[config.mk]
export PLATFORM = sky130hd
export DESIGN_NAME = mem_port_arbiter_flat
export DESIGN_NICKNAME = d
export VERILOG_FILES = /design/src/rtl/mem_port_arbiter_if.sv /design/src/rtl/mem_port_arbiter.sv /design/src/flat_wrapper.sv
export SDC_FILE = /design/constraint.sdc
export NUM_CORES = 1
export LEC_CHECK = 0
export CAP_MARGIN = 10
export CORE_ASPECT_RATIO = 0.6
export CORE_MARGIN = 10
export CORE_UTILIZATION = 40
export DETAILED_ROUTE_END_ITERATION = 8
export PLACE_DENSITY = 0.74
export SLEW_MARGIN = 40
export SYNTH_ARGS = -nofsm -noshare
export SYNTH_HDL_FRONTEND = slang
export SYNTH_SLANG_ARGS = --single-unit
[constraint.sdc]
create_clock -name clk_i -period 5.2 [get_ports clk_i]
set_clock_uncertainty 0.05 [all_clocks]
set_input_delay 0.52 -clock clk_i [delete_from_list [all_inputs] [get_ports clk_i]]
set_output_delay 0.52 -clock clk_i [all_outputs]
set_load 0.02 [all_outputs]
[src/rtl/mem_port_arbiter_if.sv]
// Request/response bundle between the IF/MEM pipeline ports, the arbiter and the memory.
// slave is the arbiter's view; master is the environment's view.
interface mem_port_arbiter_if #(
   parameter int unsigned AW = 32,
   parameter int unsigned DW = 32
);
   logic          if_req_i;
   logic [AW-1:0] if_addr_i;
   logic          if_done_o;
   logic [DW-1:0] if_rdata_o;
   logic          if_stall_o;

   logic          d_req_i;
   logic          d_we_i;
   logic [AW-1:0] d_addr_i;
   logic [DW-1:0] d_wdata_i;
   logic          d_done_o;
   logic [DW-1:0] d_rdata_o;
   logic          d_stall_o;

   logic          err_o;

   logic          mem_req_o;
   logic          mem_we_o;
   logic [AW-1:0] mem_addr_o;
   logic [DW-1:0] mem_wdata_o;
   logic          mem_ack_i;
   logic [DW-1:0] mem_rdata_i;

   modport slave (
      input  if_req_i, if_addr_i,
      input  d_req_i, d_we_i, d_addr_i, d_wdata_i,
      input  mem_ack_i, mem_rdata_i,
      output if_done_o, if_rdata_o, if_stall_o,
      output d_done_o, d_rdata_o, d_stall_o,
      output err_o,
      output mem_req_o, mem_we_o, mem_addr_o, mem_wdata_o
   );

   modport master (
      output if_req_i, if_addr_i,
      output d_req_i, d_we_i, d_addr_i, d_wdata_i,
      output mem_ack_i, mem_rdata_i,
      input  if_done_o, if_rdata_o, if_stall_o,
      input  d_done_o, d_rdata_o, d_stall_o,
      input  err_o,
      input  mem_req_o, mem_we_o, mem_addr_o, mem_wdata_o
   );
endinterface

[src/rtl/mem_port_arbiter.sv]
// Arbitrates one single-ported memory between the fetch port and the data port,
// with data priority, a fetch anti-starvation streak limit and a watchdog abort.
module mem_port_arbiter #(
   parameter int unsigned AW         = 32,
   parameter int unsigned DW         = 32,
   parameter int unsigned MAX_STREAK = 4,
   parameter int unsigned TIMEOUT    = 255
) (
   input logic               clk_i,
   input logic               rst_i,
   mem_port_arbiter_if.slave bus
);
   typedef enum logic [1:0] {IDLE, BUSY_IF, BUSY_D} state_e;

   localparam logic [3:0] STREAK_MAX = 4'(MAX_STREAK);
   localparam logic [7:0] WDOG_LAST  = 8'(TIMEOUT - 1);

   state_e        state_q, state_d;
   logic [3:0]    streak_q, streak_d;
   logic [7:0]    wdog_q, wdog_d;
   logic          mem_req_q, mem_req_d;
   logic          mem_we_q, mem_we_d;
   logic [AW-1:0] mem_addr_q, mem_addr_d;
   logic [DW-1:0] mem_wdata_q, mem_wdata_d;
   logic          if_done_q, if_done_d;
   logic          d_done_q, d_done_d;
   logic          err_q, err_d;
   logic [DW-1:0] if_rdata_q, if_rdata_d;
   logic [DW-1:0] d_rdata_q, d_rdata_d;
   logic          if_elig, d_elig;
   logic          grant_if, grant_d;

   always_comb begin
      state_d     = state_q;
      streak_d    = streak_q;
      wdog_d      = wdog_q;
      mem_req_d   = mem_req_q;
      mem_we_d    = mem_we_q;
      mem_addr_d  = mem_addr_q;
      mem_wdata_d = mem_wdata_q;
      if_done_d   = 1'b0;
      d_done_d    = 1'b0;
      err_d       = 1'b0;
      if_rdata_d  = if_rdata_q;
      d_rdata_d   = d_rdata_q;
      grant_if    = 1'b0;
      grant_d     = 1'b0;

      // A port whose done is pulsing this cycle cannot be re-granted yet.
      if_elig = bus.if_req_i & ~if_done_q;
      d_elig  = bus.d_req_i & ~d_done_q;

      unique case (state_q)
         IDLE: begin
            if (if_elig && d_elig) begin
               if (streak_q == STREAK_MAX) grant_if = 1'b1;
               else                        grant_d  = 1'b1;
            end else if (if_elig) begin
               grant_if = 1'b1;
            end else if (d_elig) begin
               grant_d = 1'b1;
            end

            if (grant_if) begin
               state_d     = BUSY_IF;
               mem_req_d   = 1'b1;
               mem_we_d    = 1'b0;
               mem_addr_d  = bus.if_addr_i;
               mem_wdata_d = '0;
               streak_d    = '0;
               wdog_d      = '0;
            end else if (grant_d) begin
               state_d     = BUSY_D;
               mem_req_d   = 1'b1;
               mem_we_d    = bus.d_we_i;
               mem_addr_d  = bus.d_addr_i;
               mem_wdata_d = bus.d_wdata_i;
               wdog_d      = '0;
               if (!if_elig)                    streak_d = '0;
               else if (streak_q != STREAK_MAX) streak_d = streak_q + 4'd1;
            end
         end

         BUSY_IF, BUSY_D: begin
            // Ack in the final watchdog cycle takes precedence over the abort.
            if (bus.mem_ack_i) begin
               state_d   = IDLE;
               mem_req_d = 1'b0;
               if (state_q == BUSY_IF) begin
                  if_done_d  = 1'b1;
                  if_rdata_d = bus.mem_rdata_i;
               end else begin
                  d_done_d  = 1'b1;
                  d_rdata_d = mem_we_q ? '0 : bus.mem_rdata_i;
               end
            end else if (wdog_q == WDOG_LAST) begin
               state_d   = IDLE;
               mem_req_d = 1'b0;
               err_d     = 1'b1;
               if (state_q == BUSY_IF) begin
                  if_done_d  = 1'b1;
                  if_rdata_d = '0;
               end else begin
                  d_done_d  = 1'b1;
                  d_rdata_d = '0;
               end
            end else begin
               wdog_d = wdog_q + 8'd1;
            end
         end

         default: state_d = IDLE;
      endcase
   end

   always_ff @(posedge clk_i or posedge rst_i) begin
      if (rst_i) begin
         state_q     <= IDLE;
         streak_q    <= '0;
         wdog_q      <= '0;
         mem_req_q   <= 1'b0;
         mem_we_q    <= 1'b0;
         mem_addr_q  <= '0;
         mem_wdata_q <= '0;
         if_done_q   <= 1'b0;
         d_done_q    <= 1'b0;
         err_q       <= 1'b0;
         if_rdata_q  <= '0;
         d_rdata_q   <= '0;
      end else begin
         state_q     <= state_d;
         streak_q    <= streak_d;
         wdog_q      <= wdog_d;
         mem_req_q   <= mem_req_d;
         mem_we_q    <= mem_we_d;
         mem_addr_q  <= mem_addr_d;
         mem_wdata_q <= mem_wdata_d;
         if_done_q   <= if_done_d;
         d_done_q    <= d_done_d;
         err_q       <= err_d;
         if_rdata_q  <= if_rdata_d;
         d_rdata_q   <= d_rdata_d;
      end
   end

   assign bus.if_done_o   = if_done_q;
   assign bus.if_rdata_o  = if_rdata_q;
   assign bus.if_stall_o  = bus.if_req_i & ~if_done_q;
   assign bus.d_done_o    = d_done_q;
   assign bus.d_rdata_o   = d_rdata_q;
   assign bus.d_stall_o   = bus.d_req_i & ~d_done_q;
   assign bus.err_o       = err_q;
   assign bus.mem_req_o   = mem_req_q;
   assign bus.mem_we_o    = mem_we_q;
   assign bus.mem_addr_o  = mem_addr_q;
   assign bus.mem_wdata_o = mem_wdata_q;
endmodule

[src/flat_wrapper.sv]
// flat-port wrapper written by rule: the top's interface ports become plain ports
module mem_port_arbiter_flat 
#(
   parameter int unsigned AW         = 32,
   parameter int unsigned DW         = 32,
   parameter int unsigned MAX_STREAK = 4,
   parameter int unsigned TIMEOUT    = 255
)
  (clk_i, rst_i, bus_if_req_i, bus_if_addr_i, bus_d_req_i, bus_d_we_i, bus_d_addr_i, bus_d_wdata_i, bus_mem_ack_i, bus_mem_rdata_i, bus_if_done_o, bus_if_rdata_o, bus_if_stall_o, bus_d_done_o, bus_d_rdata_o, bus_d_stall_o, bus_err_o, bus_mem_req_o, bus_mem_we_o, bus_mem_addr_o, bus_mem_wdata_o);
  mem_port_arbiter_if #(.AW(AW), .DW(DW)) bus_i ();
  input logic clk_i;
  input logic rst_i;
  input wire logic [$bits(bus_i.if_req_i)-1:0] bus_if_req_i;
  input wire logic [$bits(bus_i.if_addr_i)-1:0] bus_if_addr_i;
  input wire logic [$bits(bus_i.d_req_i)-1:0] bus_d_req_i;
  input wire logic [$bits(bus_i.d_we_i)-1:0] bus_d_we_i;
  input wire logic [$bits(bus_i.d_addr_i)-1:0] bus_d_addr_i;
  input wire logic [$bits(bus_i.d_wdata_i)-1:0] bus_d_wdata_i;
  input wire logic [$bits(bus_i.mem_ack_i)-1:0] bus_mem_ack_i;
  input wire logic [$bits(bus_i.mem_rdata_i)-1:0] bus_mem_rdata_i;
  output wire logic [$bits(bus_i.if_done_o)-1:0] bus_if_done_o;
  output wire logic [$bits(bus_i.if_rdata_o)-1:0] bus_if_rdata_o;
  output wire logic [$bits(bus_i.if_stall_o)-1:0] bus_if_stall_o;
  output wire logic [$bits(bus_i.d_done_o)-1:0] bus_d_done_o;
  output wire logic [$bits(bus_i.d_rdata_o)-1:0] bus_d_rdata_o;
  output wire logic [$bits(bus_i.d_stall_o)-1:0] bus_d_stall_o;
  output wire logic [$bits(bus_i.err_o)-1:0] bus_err_o;
  output wire logic [$bits(bus_i.mem_req_o)-1:0] bus_mem_req_o;
  output wire logic [$bits(bus_i.mem_we_o)-1:0] bus_mem_we_o;
  output wire logic [$bits(bus_i.mem_addr_o)-1:0] bus_mem_addr_o;
  output wire logic [$bits(bus_i.mem_wdata_o)-1:0] bus_mem_wdata_o;
  assign bus_i.if_req_i = bus_if_req_i;
  assign bus_i.if_addr_i = bus_if_addr_i;
  assign bus_i.d_req_i = bus_d_req_i;
  assign bus_i.d_we_i = bus_d_we_i;
  assign bus_i.d_addr_i = bus_d_addr_i;
  assign bus_i.d_wdata_i = bus_d_wdata_i;
  assign bus_i.mem_ack_i = bus_mem_ack_i;
  assign bus_i.mem_rdata_i = bus_mem_rdata_i;
  assign bus_if_done_o = bus_i.if_done_o;
  assign bus_if_rdata_o = bus_i.if_rdata_o;
  assign bus_if_stall_o = bus_i.if_stall_o;
  assign bus_d_done_o = bus_i.d_done_o;
  assign bus_d_rdata_o = bus_i.d_rdata_o;
  assign bus_d_stall_o = bus_i.d_stall_o;
  assign bus_err_o = bus_i.err_o;
  assign bus_mem_req_o = bus_i.mem_req_o;
  assign bus_mem_we_o = bus_i.mem_we_o;
  assign bus_mem_addr_o = bus_i.mem_addr_o;
  assign bus_mem_wdata_o = bus_i.mem_wdata_o;
  mem_port_arbiter #(.AW(AW), .DW(DW), .MAX_STREAK(MAX_STREAK), .TIMEOUT(TIMEOUT)) u_core (.clk_i(clk_i), .rst_i(rst_i), .bus(bus_i));
endmodule
Word-level counts from Yosys, hierarchy flattened
Cells that the tools add are included.

Output and inout port bits: 135. Register bits: 147.

Equal/unequal tests: 10. Bitwise logic cells: 5. Reductions and logical operators: 13. Mux-type cells: 54. $add $sub $neg: 2.

Operator list (number): 32-bit two-way mux (13); 8-bit two-way mux (4); 1-bit two-way mux (26); 4-bit two-way mux (4); 8-bit one-hot mux with 2 select lines (1); 3-bit AND reduction (4); 8-bit by 1-bit adder with 8-bit output (second input constant) (1); 8-bit equality test (second input constant) (1); 2-bit two-way mux (4); 3-bit by 1-bit != test with 1-bit output (second input constant) (2); 2-bit nonzero test (3); 4-bit by 1-bit adder with 4-bit output (second input constant) (1); 4-bit by 3-bit equality test with 1-bit output (second input constant) (1); 2-bit != test (second input constant) (2); 4-bit by 3-bit != test with 1-bit output (second input constant) (1); 2-bit one-hot mux with 2 select lines (1); 2-bit AND reduction (2); 4-bit AND reduction (1); 3-bit by 2-bit != test with 1-bit output (second input constant) (1); 1-bit NOT (3); 1-bit bitwise AND (2); 2-bit by 1-bit equality test with 1-bit output (second input constant) (1); 2-bit equality test (second input constant) (1); 2-bit zero test (1); other kinds (3) (3).

Longest topological paths before layout
Depth in word-level cells: 9. Depth in mapped cells: 9.

Worst setup path before layout
OpenSTA, ideal clock, no wires.

Kind: register -> register. From: register u_core.state_q[0]. To: register u_core.d_rdata_q[0], in the netlist u_core.bus.d_rdata_o[0]. Clock period less this slack: 1.807 ns. Data arrival time: 1.628 ns. Buffers on the path: 2. Slack: 3.393 ns. Library setup time: 0.129 ns. Stages on the path, launching flop included: 9. Cell sequence: dfrtp_1 > inv_1 > ha_1 > buf_4 > and4_4 > a22oi_4 > nand2b_4 > buf_2 > o21ai_0.

Longest elaborated chain between the ends: 3. Elaborated cells on any way between the ends: 5.

RTL lines: from (decl) (RTL line mem_port_arbiter.sv:18) `state_e state_q, state_d;`; from (signal assigned) (RTL line mem_port_arbiter.sv:131) `state_q <= state_d;`; 2-bit by 1-bit equality test with 1-bit output / 2-bit equality test (equally long branches) (RTL line mem_port_arbiter.sv:53, mem_port_arbiter.sv:89, mem_port_arbiter.sv:100); 2-bit OR reduction / 1-bit NOT (equally long branches); 3-bit AND reduction (no source line) (*); to (signal assigned) (RTL line mem_port_arbiter.sv:142) `d_rdata_q <= d_rdata_d;`; to (decl) (RTL line mem_port_arbiter.sv:29) `logic [DW-1:0] d_rdata_q, d_rdata_d;`.

Every way passes the cells marked *; elsewhere a longest branch is shown, timed or not. A chain may end at the register's enable or synchronous reset.

Worst setup path after layout
From: register u_core.state_q[0]. To: register u_core.wdog_q[2].

Longest elaborated chain between the ends: 4. Elaborated cells on any way between the ends: 10.

RTL lines: 2-bit by 1-bit equality test with 1-bit output / 2-bit equality test (equally long branches) (RTL line mem_port_arbiter.sv:53) `unique case (state_q)`; 2-bit OR reduction (RTL line mem_port_arbiter.sv:53); 2-bit != test (no source line) / 2-bit nonzero test (equally long branches); 4-bit AND reduction (no source line); to (signal assigned) (RTL line mem_port_arbiter.sv:133) `wdog_q <= wdog_d;`; to (decl) (RTL line mem_port_arbiter.sv:20) `logic [7:0] wdog_q, wdog_d;`.

Parallel ways exist; a longest one is shown, timed or not.

==> impl_metrics.ini <==
[cells_and_area]
finish.net_count = 1063
fin_area_um2 = 9910
num_antenna_cells = 0
postLayoutCoreUtil = 0.615
drive_gt1_frac = 0.0663
layout-area-overhead-vs-synth_pct = 51.3
nFillCells = 1392
fin_cells = 1144

[cts]
num_cts_buffers = 17
ctsHtreeMaxLevel = 4
insertion_delay_ps = 410
clock_tree_buffer_depth = 2
cts_hold_buffers = 0
post-cts-setup-buffer-count = 0
cell_chosen_for_the_clock_root = sky130_fd_sc_hd__clkbuf_16
cts_tree = done
clock_transition_at_path_regs_ps = 60
cts.sink_count = 147
quantity_of_gates_resized_following_cts = 0

[detailed_routing]
post_drt_wl_per_cell_um = 18.8
detailedRoute.firstIterationViolations = 462
detail_route.first_pass.iterations = 5
num_vias = 5864
drc_errors = 0
ant_nets = 0
post_drt_via_cell_ratio = 5.13
routed_wl_um = 21500

[critical_path]
timing.critical_path.from_type = register
cp_max_delay_cell = sky130_fd_sc_hd__buf_4
cp_common_cell = sky130_fd_sc_hd__buf_4
critical_setup_path_class = register to register
path_delay_family = buffers and inverters
crit_chain = inv_1 -> ha_1 -> buf_4 -> a22oi_4 -> buf_4 -> a211oi_1 -> a31o_1
end_kind = register
cp.arrival_ps = 2960
required_ps = 5440
timing.critical_path.buf_inv = 3
worst_path_largest_cell_delay_ps = 550
cp_max_fo = 61

[sta]
rsz0062_at_grt = no
timing.final.setup_violations = 0
transition_time_of_the_tightest_slew_check_pin_ps = 750
period_minus_slack_ps = 2720
fin_worst_hold_slack_ps = 412
totalNegativeSetupSlack_ps = 0
report.final.slew_viol_count = 0
final_hold_viol_count = 0
finalWorstSetupSlack_ps = 2480
period_share = 0.523
max_slew_margin = 0.500
max_freq_mhz = 368

[synth]
synth_seq_cells = 147
synth_area_um2 = 6550
post_synth_net_total = 819
synthCells = 678
ys_types = 48
yosys_warnings = 0
mean_cell_area_of_the_mapped_netlist_um2 = 9.67
synth_seq_area_share = 0.561

[placed_design]
numPortBuffers = 268
gp_routability_congestion = 0.781
place_worst_setup_slack_ps = 2150
dp_hpwl_um = 15200
placedInstanceArea_um2 = 9320
placed_cells = 1112

[die]
chipWidth_um = 185
design.die.area_um2 = 22100
top_level_ports = 269
std_cell_rows = 36
placeableCoreArea_um2 = 16100
fp.dieH_um = 119
start_util = 0.406

[pwr]
power.static_leakage_nw = 4.56
vdd.ir_drop.worst_mv = 0.301
p_total_mw = 5.84
pwr_density_cell_nw_per_um2 = 589

[global_route]
antenna_found_initial = 0
grt_pass1_wl_um = 33700
gr-total-overflow = 0
grt_usage = 0.191
grt_pass1_vias = 5819
grt_max_degree = 101

[hold_path]
hold_path.class = register to register

[run]
cap_viol_max_count = 0

[run_status]
outcome = finished clean
==> power by group <==
part | internal (mW) | switching [mW]
combinational | 1.13 | 1.64
sequential | 1.58 | 0.235
clock | 0.741 | 0.504
total | 3.46 | 2.38
==> path summary, 6_finish.rpt <==
kind / startpoint / end / cells after the start / slack [ps]
max in group asynchronous: rst_i / u_core.bus.mem_addr_o[14] / 3 / 3480
max: u_core.state_q[0] / u_core.wdog_q[2] / 7 / 2480
min reg2reg: u_core.bus.mem_wdata_o[22] / u_core.bus.mem_wdata_o[22] / 2 / 410
max reg2reg: u_core.state_q[0] / u_core.wdog_q[2] / 7 / 2480
min: u_core.bus.mem_wdata_o[22] / u_core.bus.mem_wdata_o[22] / 2 / 410
min in group asynchronous: rst_i / u_core.bus.if_rdata_o[23] / 2 / 590
==> layout by cell type, fill, tap and decap left out, drive strengths merged, types with 2 or more instances in the layout <==
cell	Yosys	routed
ha	7	7
and4	3	3
nor3	2	2
and3	2	2
nor2b	2	2
nand2b	7	7
o21ai	131	131
clkdlybuf4s50	0	268
clkinv	0	4
a31o	2	2
a21o	2	2
nand2	172	172
o31ai	4	4
inv	14	19
a21oi	3	3
bufinv	0	2
nand4	36	36
dfrtp	147	147
buf	26	10
nor2	3	3
nand3	37	37
clkbuf	27	19
mux2i	36	36
clkinvlp	0	2
==> cell usage after synthesis (all sizes together) <==
library cell,instances,area share
nand2,172,0.099
dfrtp,147,0.56
o21ai,131,0.10
nand3,37,0.028
mux2i,36,0.055
nand4,36,0.034
clkbuf,27,0.015
buf,26,0.027
inv,14,0.0080
ha,7,0.013
nand2b,7,0.0082
o31ai,4,0.0053
a21oi,3,0.0029
and4,3,0.0044
nor2,3,0.0017
a21o,2,0.0023
a31o,2,0.0027
and3,2,0.0019
nor2b,2,0.0019
nor3,2,0.0023
a211oi,1,0.0011
a21bo,1,0.0015
a21boi,1,0.0011
a22oi,1,0.0032
a311oi,1,0.0023
a31oi,1,0.0019
a32o,1,0.0015
and2,1,0.00096
and3b,1,0.0013
nand3b,1,0.0011
nand4b,1,0.0013
o21bai,1,0.0011
o2bb2ai,1,0.0013
o311ai,1,0.0013
o31a,1,0.0013
==> cells by family (layout without fill, tap and decap cells) <==
logic type      after synthesis  after routing  share of synthesized area
fa+ha+maj                     7              7                     0.0134
flops                       147            147                      0.561
compound gates              153            153                      0.133
simple gates                268            268                      0.186
mux                          36             36                     0.0550
buf+inv                      67            324                     0.0506
==> sequential cells by signal (all words and copies together) (netlist names), 2 cells and up <==
register and cells:
u_core.bus.d_rdata_o 32, u_core.bus.if_rdata_o 32, u_core.bus.mem_addr_o 32, u_core.bus.mem_wdata_o 32, u_core.wdog_q 8, u_core.streak_q 4
u_core.state_q 2
==> routing by layer <==
metal	routed length (um)	share of wire	track usage
met4	105	0.0049	0.0374
met2	9460	0.44	0.279
met5	0	0	0
met3	2630	0.12	0.101
met1	9260	0.43	0.246
==> worst reg2reg max path, cell delays in order, from the launching register on <==
cell	delay (ps)
sky130_fd_sc_hd__dfrtp_1	400
sky130_fd_sc_hd__inv_1	60
sky130_fd_sc_hd__ha_1	360
sky130_fd_sc_hd__buf_4	310
sky130_fd_sc_hd__a22oi_4	480
sky130_fd_sc_hd__buf_4	560
sky130_fd_sc_hd__a211oi_1	160
sky130_fd_sc_hd__a31o_1	230
==> area by class of cell <==
type                            count  area, um2  share of cell area
Sequential cell                   147       3680               0.371
Timing Repair Buffer              278       2760               0.279
Multi-Input combinational cell    464       2560               0.258
Clock buffer                       19        453              0.0457
Tap cell                          209        262              0.0264
Clock inverter                     13        145              0.0146
Inverter                           14       57.6             0.00581
Power figures use the tool's default switching activity.
